`src/rtl/fetch_sequencer_pkg.sv`:
```
// Shared definitions for the fetch sequencer: widths, instruction
// field positions, halt opcode and the sequencer state type.
package fetch_sequencer_pkg;

    localparam int WORD_W    = 20;
    localparam int MEM_DEPTH = 32;
    localparam int ADDR_W    = 5;

    // Instruction field positions
    localparam int OP_LSB    = 0;
    localparam int OP_MSB    = 4;
    localparam int ADDRA_LSB = 5;
    localparam int ADDRA_MSB = 9;
    localparam int ADDRB_LSB = 10;
    localparam int ADDRB_MSB = 14;
    localparam int ADDRW_LSB = 15;
    localparam int ADDRW_MSB = 19;

    localparam logic [OP_MSB-OP_LSB:0] HALT_OP  = 5'd31;
    localparam logic [WORD_W-1:0]      RESET_PC = 20'd0;

    typedef enum logic {
        RUN  = 1'b0,
        HALT = 1'b1
    } state_e;

    // Opcode field of an instruction word
    function automatic logic [OP_MSB-OP_LSB:0] opcode_of(
        input logic [WORD_W-1:0] word
    );
        return word[OP_MSB:OP_LSB];
    endfunction

endpackage

```
`src/rtl/fetch_sequencer_pc_register.sv`:
```
// Program counter register: selects reset value, redirect target,
// increment or hold for the next cycle.
module pc_register
    import fetch_sequencer_pkg::*;
(
    input  logic              clk,
    input  logic              rst,
    input  logic              advance_i,
    input  logic              redirect_valid_i,
    input  logic [WORD_W-1:0] redirect_pc_i,
    output logic [WORD_W-1:0] pc_o
);

    logic [WORD_W-1:0] pc_q;
    logic [WORD_W-1:0] pc_d;

    // Next PC: redirect beats advance; increment wraps naturally at 2^20
    always_comb begin
        pc_d = pc_q;
        if (redirect_valid_i) begin
            pc_d = redirect_pc_i;
        end else if (advance_i) begin
            pc_d = pc_q + WORD_W'(1);
        end
    end

    // PC state with synchronous reset
    always_ff @(posedge clk) begin
        if (rst) begin
            pc_q <= RESET_PC;
        end else begin
            pc_q <= pc_d;
        end
    end

    assign pc_o = pc_q;

endmodule

```
`src/rtl/fetch_sequencer.sv`:
```
// Fetch sequencer: owns the PC, reads instruction memory and hands one
// registered instruction per valid/ready transfer to decode.
module fetch_sequencer
    import fetch_sequencer_pkg::*;
(
    input  logic                             clk,
    input  logic                             rst,
    input  logic [MEM_DEPTH-1:0][WORD_W-1:0] mem,
    input  logic                             redirect_valid,
    input  logic [WORD_W-1:0]                redirect_pc,
    input  logic                             out_ready,
    output logic                             out_valid,
    output logic [WORD_W-1:0]                out_instr,
    output logic [WORD_W-1:0]                out_pc,
    output logic                             halted,
    output logic [WORD_W-1:0]                fetch_count
);

    state_e            state_q;
    logic              out_valid_q;
    logic [WORD_W-1:0] out_instr_q;
    logic [WORD_W-1:0] out_pc_q;
    logic              halted_q;
    logic [WORD_W-1:0] count_q;
    logic [WORD_W-1:0] count_d;

    logic [WORD_W-1:0] pc;
    logic [WORD_W-1:0] fetch_word;
    logic              transfer;
    logic              slot_free;
    logic              fetch_en;
    logic              is_halt;

    // Advance/redirect selection lives in the PC register
    pc_register u_pc (
        .clk              (clk),
        .rst              (rst),
        .advance_i        (fetch_en),
        .redirect_valid_i (redirect_valid),
        .redirect_pc_i    (redirect_pc),
        .pc_o             (pc)
    );

    // Memory read, handshake decode and fetch decision
    always_comb begin
        fetch_word = mem[pc[ADDR_W-1:0]];
        transfer   = out_valid_q && out_ready;
        slot_free  = !out_valid_q || out_ready;
        fetch_en   = (state_q == RUN) && !redirect_valid && slot_free;
        is_halt    = opcode_of(fetch_word) == HALT_OP;
        count_d    = count_q;
        if (transfer && !redirect_valid) begin
            count_d = count_q + WORD_W'(1);
        end
    end

    // RUN/HALT FSM with registered output slot and transfer counter
    always_ff @(posedge clk) begin
        if (rst) begin
            state_q     <= RUN;
            out_valid_q <= 1'b0;
            out_instr_q <= '0;
            out_pc_q    <= '0;
            halted_q    <= 1'b0;
            count_q     <= '0;
        end else if (redirect_valid) begin
            state_q     <= RUN;
            out_valid_q <= 1'b0;
            halted_q    <= 1'b0;
        end else begin
            count_q <= count_d;
            if (fetch_en) begin
                out_valid_q <= 1'b1;
                out_instr_q <= fetch_word;
                out_pc_q    <= pc;
                if (is_halt) begin
                    state_q  <= HALT;
                    halted_q <= 1'b1;
                end
            end else if (transfer) begin
                out_valid_q <= 1'b0;
            end
        end
    end

    assign out_valid   = out_valid_q;
    assign out_instr   = out_instr_q;
    assign out_pc      = out_pc_q;
    assign halted      = halted_q;
    assign fetch_count = count_q;

endmodule

```
`config.mk`:
```
export PLATFORM = sky130hd
export DESIGN_NAME = fetch_sequencer
export DESIGN_NICKNAME = d
export VERILOG_FILES = /design/src/rtl/fetch_sequencer_pkg.sv /design/src/rtl/fetch_sequencer_pc_register.sv /design/src/rtl/fetch_sequencer.sv
export SDC_FILE = /design/constraint.sdc
export NUM_CORES = 1
export LEC_CHECK = 0
export CAP_MARGIN = 5
export CORE_AREA = 2 2 284 286
export CTS_CLUSTER_SIZE = 28
export DETAILED_ROUTE_END_ITERATION = 7
export DIE_AREA = 0 0 286 288
export PLACE_DENSITY = 0.34
export REMOVE_ABC_BUFFERS = 1
export SYNTH_ARGS = -nofsm -noshare
export SYNTH_HDL_FRONTEND = slang
export SYNTH_SLANG_ARGS = --single-unit
```
`constraint.sdc`:
```
create_clock -name clk -period 2.99 [get_ports clk]
set_input_delay 0.299 -clock clk [delete_from_list [all_inputs] [get_ports clk]]
set_output_delay 0.299 -clock clk [all_outputs]
set_load 0.05 [all_outputs]
```
==> results of run 1 <==
[routing by layer]
layer  global-route usage [%]  wire [µm]  vias to the layer above  share of wire [%]
li1                         -          -                     4356                  -
met1                     17.1      24500                     4811                 38
met2                     28.3      34100                      385                 54
met3                     4.44       4520                       61                7.1
met4                     1.85        466                       22               0.73
met5                        0        128                        -               0.20
[cell type report]
type	instances	area (µm²)	share of cell area, %
clock buffer	10	239	1.37
antenna	1	2.50	0.0144
timing repair buffer	764	7670	44.1
clock inverter	6	72.6	0.417
tap	1060	1330	7.62
inverter	5	20.0	0.115
multi-input combinational	573	6410	36.8
sequential	82	1660	9.52
[cell families (layout without fill, tap and decap cells)]
group / Yosys count / in the layout / share of synthesized area, %
simple gates: 219 / 219 / 11.8
fa+ha+maj: 2 / 2 / 0.296
other cells: 0 / 1 / 0
xor+xnor: 36 / 36 / 3.73
mux: 225 / 225 / 53.0
buf+inv: 80 / 785 / 4.93
flops: 82 / 82 / 19.4
compound gates: 91 / 91 / 6.91
[flip-flops by register name, summed over array words and instances, names as in the netlist]
signal,flops
fetch_count,20
halted,1
out_instr,20
out_pc,20
out_valid,1
u_pc.pc_o,20
[where the power goes]
group | internal (W) | switching [W]
sequential | 0.00115 | 0.0000751
clock | 0.000681 | 0.000582
combinational | 0.00153 | 0.000939
total | 0.00336 | 0.00160
[how the worst min path moves through the flow]
stage | endpoint | cells after the start
after floorplan | fetch_count[6]$_SDFFE_PP0P_ | 1
after global placement | out_pc[4]$_SDFFE_PP0P_ | 2
after detailed placement | out_pc[17]$_SDFFE_PP0P_ | 2
after CTS | fetch_count[7]$_SDFFE_PP0P_ | 2
after global routing | fetch_count[7]$_SDFFE_PP0P_ | 2
final | fetch_count[7]$_SDFFE_PP0P_ | 2
[cell usage in the layout (no fill, tap or decap), types with 5 or more instances in the layout]
| cell | netlist | layout |
|---|---|---|
| nor2_1 | 63 | 63 |
| o21ai_0 | 7 | 7 |
| xor2_1 | 17 | 17 |
| a21oi_1 | 36 | 36 |
| nand2_1 | 85 | 85 |
| a22oi_1 | 5 | 5 |
| xnor2_1 | 19 | 19 |
| nor2b_1 | 7 | 7 |
| a211oi_1 | 21 | 21 |
| clkdlybuf4s50_1 | 0 | 724 |
| mux4_2 | 178 | 178 |
| buf_12 | 0 | 10 |
| and3_1 | 10 | 10 |
| mux2i_1 | 47 | 47 |
| nand2b_1 | 5 | 5 |
| nand3_1 | 20 | 20 |
| clkbuf_16 | 0 | 9 |
| nand4_1 | 11 | 11 |
| buf_4 | 12 | 30 |
| dfxtp_1 | 82 | 78 |
| nor3_1 | 9 | 8 |
[critical path: stages (launching register included)]
cell	delay [ns]
dfxtp_4	0.44
buf_12	0.25
mux4_2	0.60
mux4_2	0.48
o22ai_1	0.33
nand2b_1	0.17
o31ai_1	0.06
[metrics by stage]
step	total power, W	cell area, µm²	cells	setup TNS, ns	hold slack [ns]
2_1_floorplan	0.00247	8060	660	-212.74	0.368
3_3_place_gp	0.00376	17100	2484	0	0.445
3_5_place_dp	0.00376	17100	2484	0	0.449
4_1_cts	0.00513	17400	2500	0	0.389
5_1_grt	0.00525	17400	2501	0	0.426
6_report	0.00495	17400	2501	0	0.411
==> qor.csv, run 1 <==
metric;value;unit
Critical Path Fanout Max;32;
Ys Warns;0;
Setup-failing EPs final;0;
Post-synth ARST share;0;%
VDD IR-drop max;0.282;mV
Die ar.;82400;µm²
largest net degree at the start of global routing;54;
leakage dissipation;5.63;nW
initial DRC count;321;
post-route ant nets;0;
crit start category;flop;
cell with the most instances after synthesis;mux4_2;
Overall Global Routing Usage;15.0;%
crit path capture;halted$_SDFFE_PP0P_;
HP Start;rst;
fmax;401;MHz
CTS Buffer Depth;2;
number of distinct library cells after synthesis;44;
final wirelength;63.7;mm
Die Wd;286;µm
worst setup path startpoint;u_pc.pc_o[1]$_SDFFE_PP0P_;
RSZ-0062 raised after global routing;no;
initial antenna violation count;32;
I/O Buffers;725;
CORE AREA;79600;µm²
Final GP Congestion;0.850;
I/O pin total;726;
synth top area cells;mux4_2 (47%), dfxtp_1 (19%), mux2i_1 (5.6%), nand2_1 (3.8%), nor2_1 (2.8%);
max_slew headroom;51.0;%
clk_lat worst skew;0.38;ns
worst endpoint data arrival time;2.74;ns
starting density of the core;10.6;%
Mapped Cells;735;
number of synthesized register bits;82;
drt via density;3.85;
R2R Setup Slk;0.50;ns
CTS Root Cell;clkbuf_16;
Avg Cell Area, Syn;11.5;µm²
cell count of the worst reg-to-reg path;6;
Core Rows;104;
Hold WC Path Type;in2reg;
dpl hpwl;54.4;mm
max_cap viols;0;
Fin. Hold Viols;0;
max-slew violation count;0;
worst setup path class;reg2reg;
Yosys top cell area share;47.4;%
H-tree levels;3;
outcome;completed;
Reg clk slew, reported paths;0.08;ns
critical path endpoint category;flop;
vias in the first global route;10800;
CTS tree;yes;
Tightest Pin Transition;0.733;ns
first-pass GRT wire length;86.6;mm
sequential share of the synthesized area;19.4;%
Tcrit/Tclk final;83.4;%
synthesized area;8460;µm²
Power Density;285;nW/µm²
first-pass iteration count of the detailed router;4;
layout cells sized above 1;16.8;%
nets;2101;
Final Core Density;21.8;%
Syn-to-layout area delta;106;%
Post-CTS Resized;0;
commonest cells in the netlist;mux4_2 (178), nand2_1 (85), dfxtp_1 (82);
worst path required time;3.24;ns
filler cell count;8665;
reg2reg start;u_pc.pc_o[1]$_SDFFE_PP0P_;
minimum clock period;2.49;ns
post-CTS setup buffers;0;
post-placement worst setup slack;0.424;ns
worst reg2reg path endpoint;halted$_SDFFE_PP0P_;
Die Height;288;µm
TritonCTS Buffers;9;
Routed WL per cell;25.5;µm
GRT overflow;0;
final worst slack;0.497;ns
Post-synth EDFFs;0;
Post-CTS Hold Fix Bufs;0;
ys flop type;dfxtp_1;
number of remaining DRC errors;0;
cell accounting for the most synthesized area;mux4_2;
Vias;9635;
Clock Skew;0.0157;ns
CTS sink cnt;82;
(Power assumes the default switching activity.)
==> run 2, diff against run 1 <==
--- a/config.mk
+++ b/config.mk
@@ -6,11 +6,11 @@
 export NUM_CORES = 1
 export LEC_CHECK = 0
 export CAP_MARGIN = 5
-export CORE_AREA = 2 2 284 286
+export CORE_AREA = 2 2 281 283
 export CTS_CLUSTER_SIZE = 28
 export DETAILED_ROUTE_END_ITERATION = 7
-export DIE_AREA = 0 0 286 288
-export PLACE_DENSITY = 0.34
+export DIE_AREA = 0 0 283 285
+export PLACE_DENSITY = 0.35
 export REMOVE_ABC_BUFFERS = 1
 export SYNTH_ARGS = -nofsm -noshare
 export SYNTH_HDL_FRONTEND = slang
==> constraint.sdc (replaced) <==
create_clock -name clk -period 2.2 [get_ports clk]
set_input_delay 0.22 -clock clk [delete_from_list [all_inputs] [get_ports clk]]
set_output_delay 0.22 -clock clk [all_outputs]
set_load 0.05 [all_outputs]
==> run 2 against run 1 <==
The flow now finishes with violations (negative setup slack). Critical path depth up 1. Sequential cell count stayed put. Final area rose by 6.6%. Cell count increased by 3.4%. Clock power rose by 36%. Clock skew rose by 0.012 ns. Via count increased by 3.7%. Die area decreased by 2.1%. Maximum frequency up 10%. Count of clock-buffer cells in the layout unchanged. Non-clock buffer count is 79 higher. Combinational power rose by 54%. Critical endpoint is now out_instr[19]$_SDFFE_PP0P_. Largest cell class unchanged. Largest power group unchanged.
==> qor.csv, run 2 (same netlist as run 1, synthesis figures left out) <==
metric;value;unit;change
CTS Buffer Depth;2;;unchanged
clock share of power;24.0;%;-1.5 points
part of the power in registers;23.0;%;-1.7 points
Power Density;385;nW/µm²;+35%
most frequent cells in the layout;clkdlybuf4s50_1 (715), mux4_2 (178), nand2_1 (85);;
Sw Ratio;32.6;%;+0.35 points
Die Height;285;µm;-1.0%
wl on met1;26.5;mm;+8.4%
routed wl met2;33.3;mm;-2.4%
final instance area;18500;µm²;+6.6%
I/O Buffers;725;;unchanged
Routed WL per cell;25.8;µm;+1.1%
Tightest Pin Transition;0.674;ns;-0.0596 ns
Post-Place Cell Area;17500;µm²;+2.5%
Tcrit/Tclk final;103;%;+20 points
worst path required time;2.45;ns;-0.79 ns
violated checks;negative setup slack;;
Multi-input gate area;6540;µm²;+2.0%
setup TNS;-0.253;ns;-0.253 ns
Hold WC Path Type;in2reg;;
initial antenna violation count;36;;+13%
R2R Setup Slk;-0.07;ns;-0.56 ns
first-pass iteration count of the detailed router;4;;unchanged
clk_lat worst skew;0.39;ns;about the same
number of remaining DRC errors;0;;unchanged
Syn-to-layout area delta;119;%;
CTS Root Cell;clkbuf_16;;
Reg clk slew, reported paths;0.09;ns;about the same
sw power;0.00233;W;+46%
VDD IR-drop max;0.268;mV;-4.7%
post-route ant nets;0;;unchanged
max_cap viols;0;;unchanged
Hold Path Sink;out_instr[4]$_SDFFE_PP0P_;;
CORE AREA;78000;µm²;-2.1%
Internal Power;0.00481;W;+43%
TritonCTS Buffers;9;;unchanged
first-pass GRT wire length;89.7;mm;+3.6%
final worst slack;-0.0657;ns;-0.563 ns
H-tree levels;3;;unchanged
cell count of the worst reg-to-reg path;7;;+1
outcome;finished with violations;;
drt via density;3.87;;+0.37%
dpl hpwl;57.5;mm;+5.7%
met3 wire len;5.57;mm;+23%
max_slew headroom;54.9;%;+4.0 points
Vias;9995;;+3.7%
GRT overflow;0;;unchanged
layout cells sized above 1;22.8;%;+6.0 points
worst endpoint data arrival time;2.51;ns;-0.23 ns
leakage dissipation;6.20;nW;+10%
CTS tree;yes;;
Die Wd;283;µm;-1.0%
Die ar.;80700;µm²;-2.1%
Setup-failing EPs final;11;;+11
commonest non-fill, non-tap cell in the layout;clkdlybuf4s50_1;;
initial DRC count;390;;+21%
Core Rows;103;;-0.96%
crit start category;flop;;
vias in the first global route;11000;;+2.1%
worst setup path class;reg2reg;;
critical path endpoint category;flop;;
Final GP Congestion;0.904;;+6.3%
reg2reg start;u_pc.pc_o[0]$_SDFFE_PP0P_;;
minimum clock period;2.27;ns;-0.227 ns
RSZ-0062 raised after global routing;yes;;
final wirelength;66.6;mm;+4.5%
Comb pwr share;53.1;%;+3.3 points
nets;2180;;+3.8%
HP Start;rst;;
starting density of the core;10.8;%;+0.23 points
I/O pin total;726;;unchanged
Clock Skew;0.0273;ns;+0.0116 ns
Critical Path Fanout Max;7;;-78%
Hold Path Cell Cnt;2;;unchanged
worst hold margin;0.171;ns;-0.241 ns
fmax;441;MHz;+10%
filler cell count;8309;;-4.1%
max layer used;met5;;
register area;1660;µm²;unchanged
Fin. Hold Viols;0;;unchanged
Overall Global Routing Usage;16.0;%;+0.94 points
post-placement worst setup slack;-0.316;ns;-0.740 ns
largest net degree at the start of global routing;40;;-26%
Post-CTS Hold Fix Bufs;0;;unchanged
CTS sink cnt;82;;unchanged
max-slew violation count;0;;unchanged
Final Power;0.00714;W;+44%
worst reg2reg path endpoint;out_instr[19]$_SDFFE_PP0P_;;
==> run 2: how the worst max path moves through the flow <==
stage / start / cells after the start / to
after floorplan: u_pc.pc_o[0]$_SDFFE_PP0P_ / 4 / out_instr[10]$_SDFFE_PP0P_
after global placement: mem[284] / 7 / halted$_SDFFE_PP0P_
after detailed placement: mem[284] / 7 / halted$_SDFFE_PP0P_
after CTS: u_pc.pc_o[0]$_SDFFE_PP0P_ / 7 / out_instr[19]$_SDFFE_PP0P_
after global routing: u_pc.pc_o[0]$_SDFFE_PP0P_ / 7 / out_instr[19]$_SDFFE_PP0P_
final: u_pc.pc_o[0]$_SDFFE_PP0P_ / 7 / out_instr[19]$_SDFFE_PP0P_
==> run 2: final cells by class <==
type	count	share of cell area [%]
clock inverter	6	0.378
multi-input combinational	573	35.3
antenna	16	0.216
tap	1050	7.09
clock buffer	10	1.24
inverter	5	0.101
timing repair buffer	843	46.8
sequential	82	8.94
==> run 2: metal layers <==
| layer | GRT usage [%] | up-vias |
|---|---|---|
| met3 | 6.06 | 60 |
| met4 | 4.80 | 18 |
| met5 | 0 | - |
| li1 | - | 4538 |
| met1 | 18.5 | 4958 |
| met2 | 27.2 | 421 |
==> run 2: power by group through the flow <==
stage | clock network [W] | logic, W | registers [W]
floorplan | 0 | 0.00132 | 0.00204
global placement | 0 | 0.00359 | 0.00167
detailed placement | 0 | 0.00360 | 0.00168
CTS | 0.00183 | 0.00376 | 0.00164
global route | 0.00188 | 0.00401 | 0.00165
finish | 0.00171 | 0.00379 | 0.00164
==> run 2: metrics by stage <==
stage	util, %	std cells
floorplan	-	660
global placement	22.5	2523
detailed placement	22.5	2523
CTS	23.4	2557
global route	23.8	2583
finish	23.8	2585
==> run 2: worst max-delay path, stage by stage, from the launching register on <==
cell	delay (ns)
dfxtp_4	0.39
buf_12	0.14
buf_12	0.13
buf_12	0.13
mux4_2	0.53
mux4_2	0.50
mux2i_2	0.19
a211oi_1	0.09
==> run 2: timing repair <==
item	in CTS	in global routing
buffers inserted	15	11
setup endpoints to repair	16	30
gates resized for setup	31	34
pin swaps	5	7
cloned	5	2
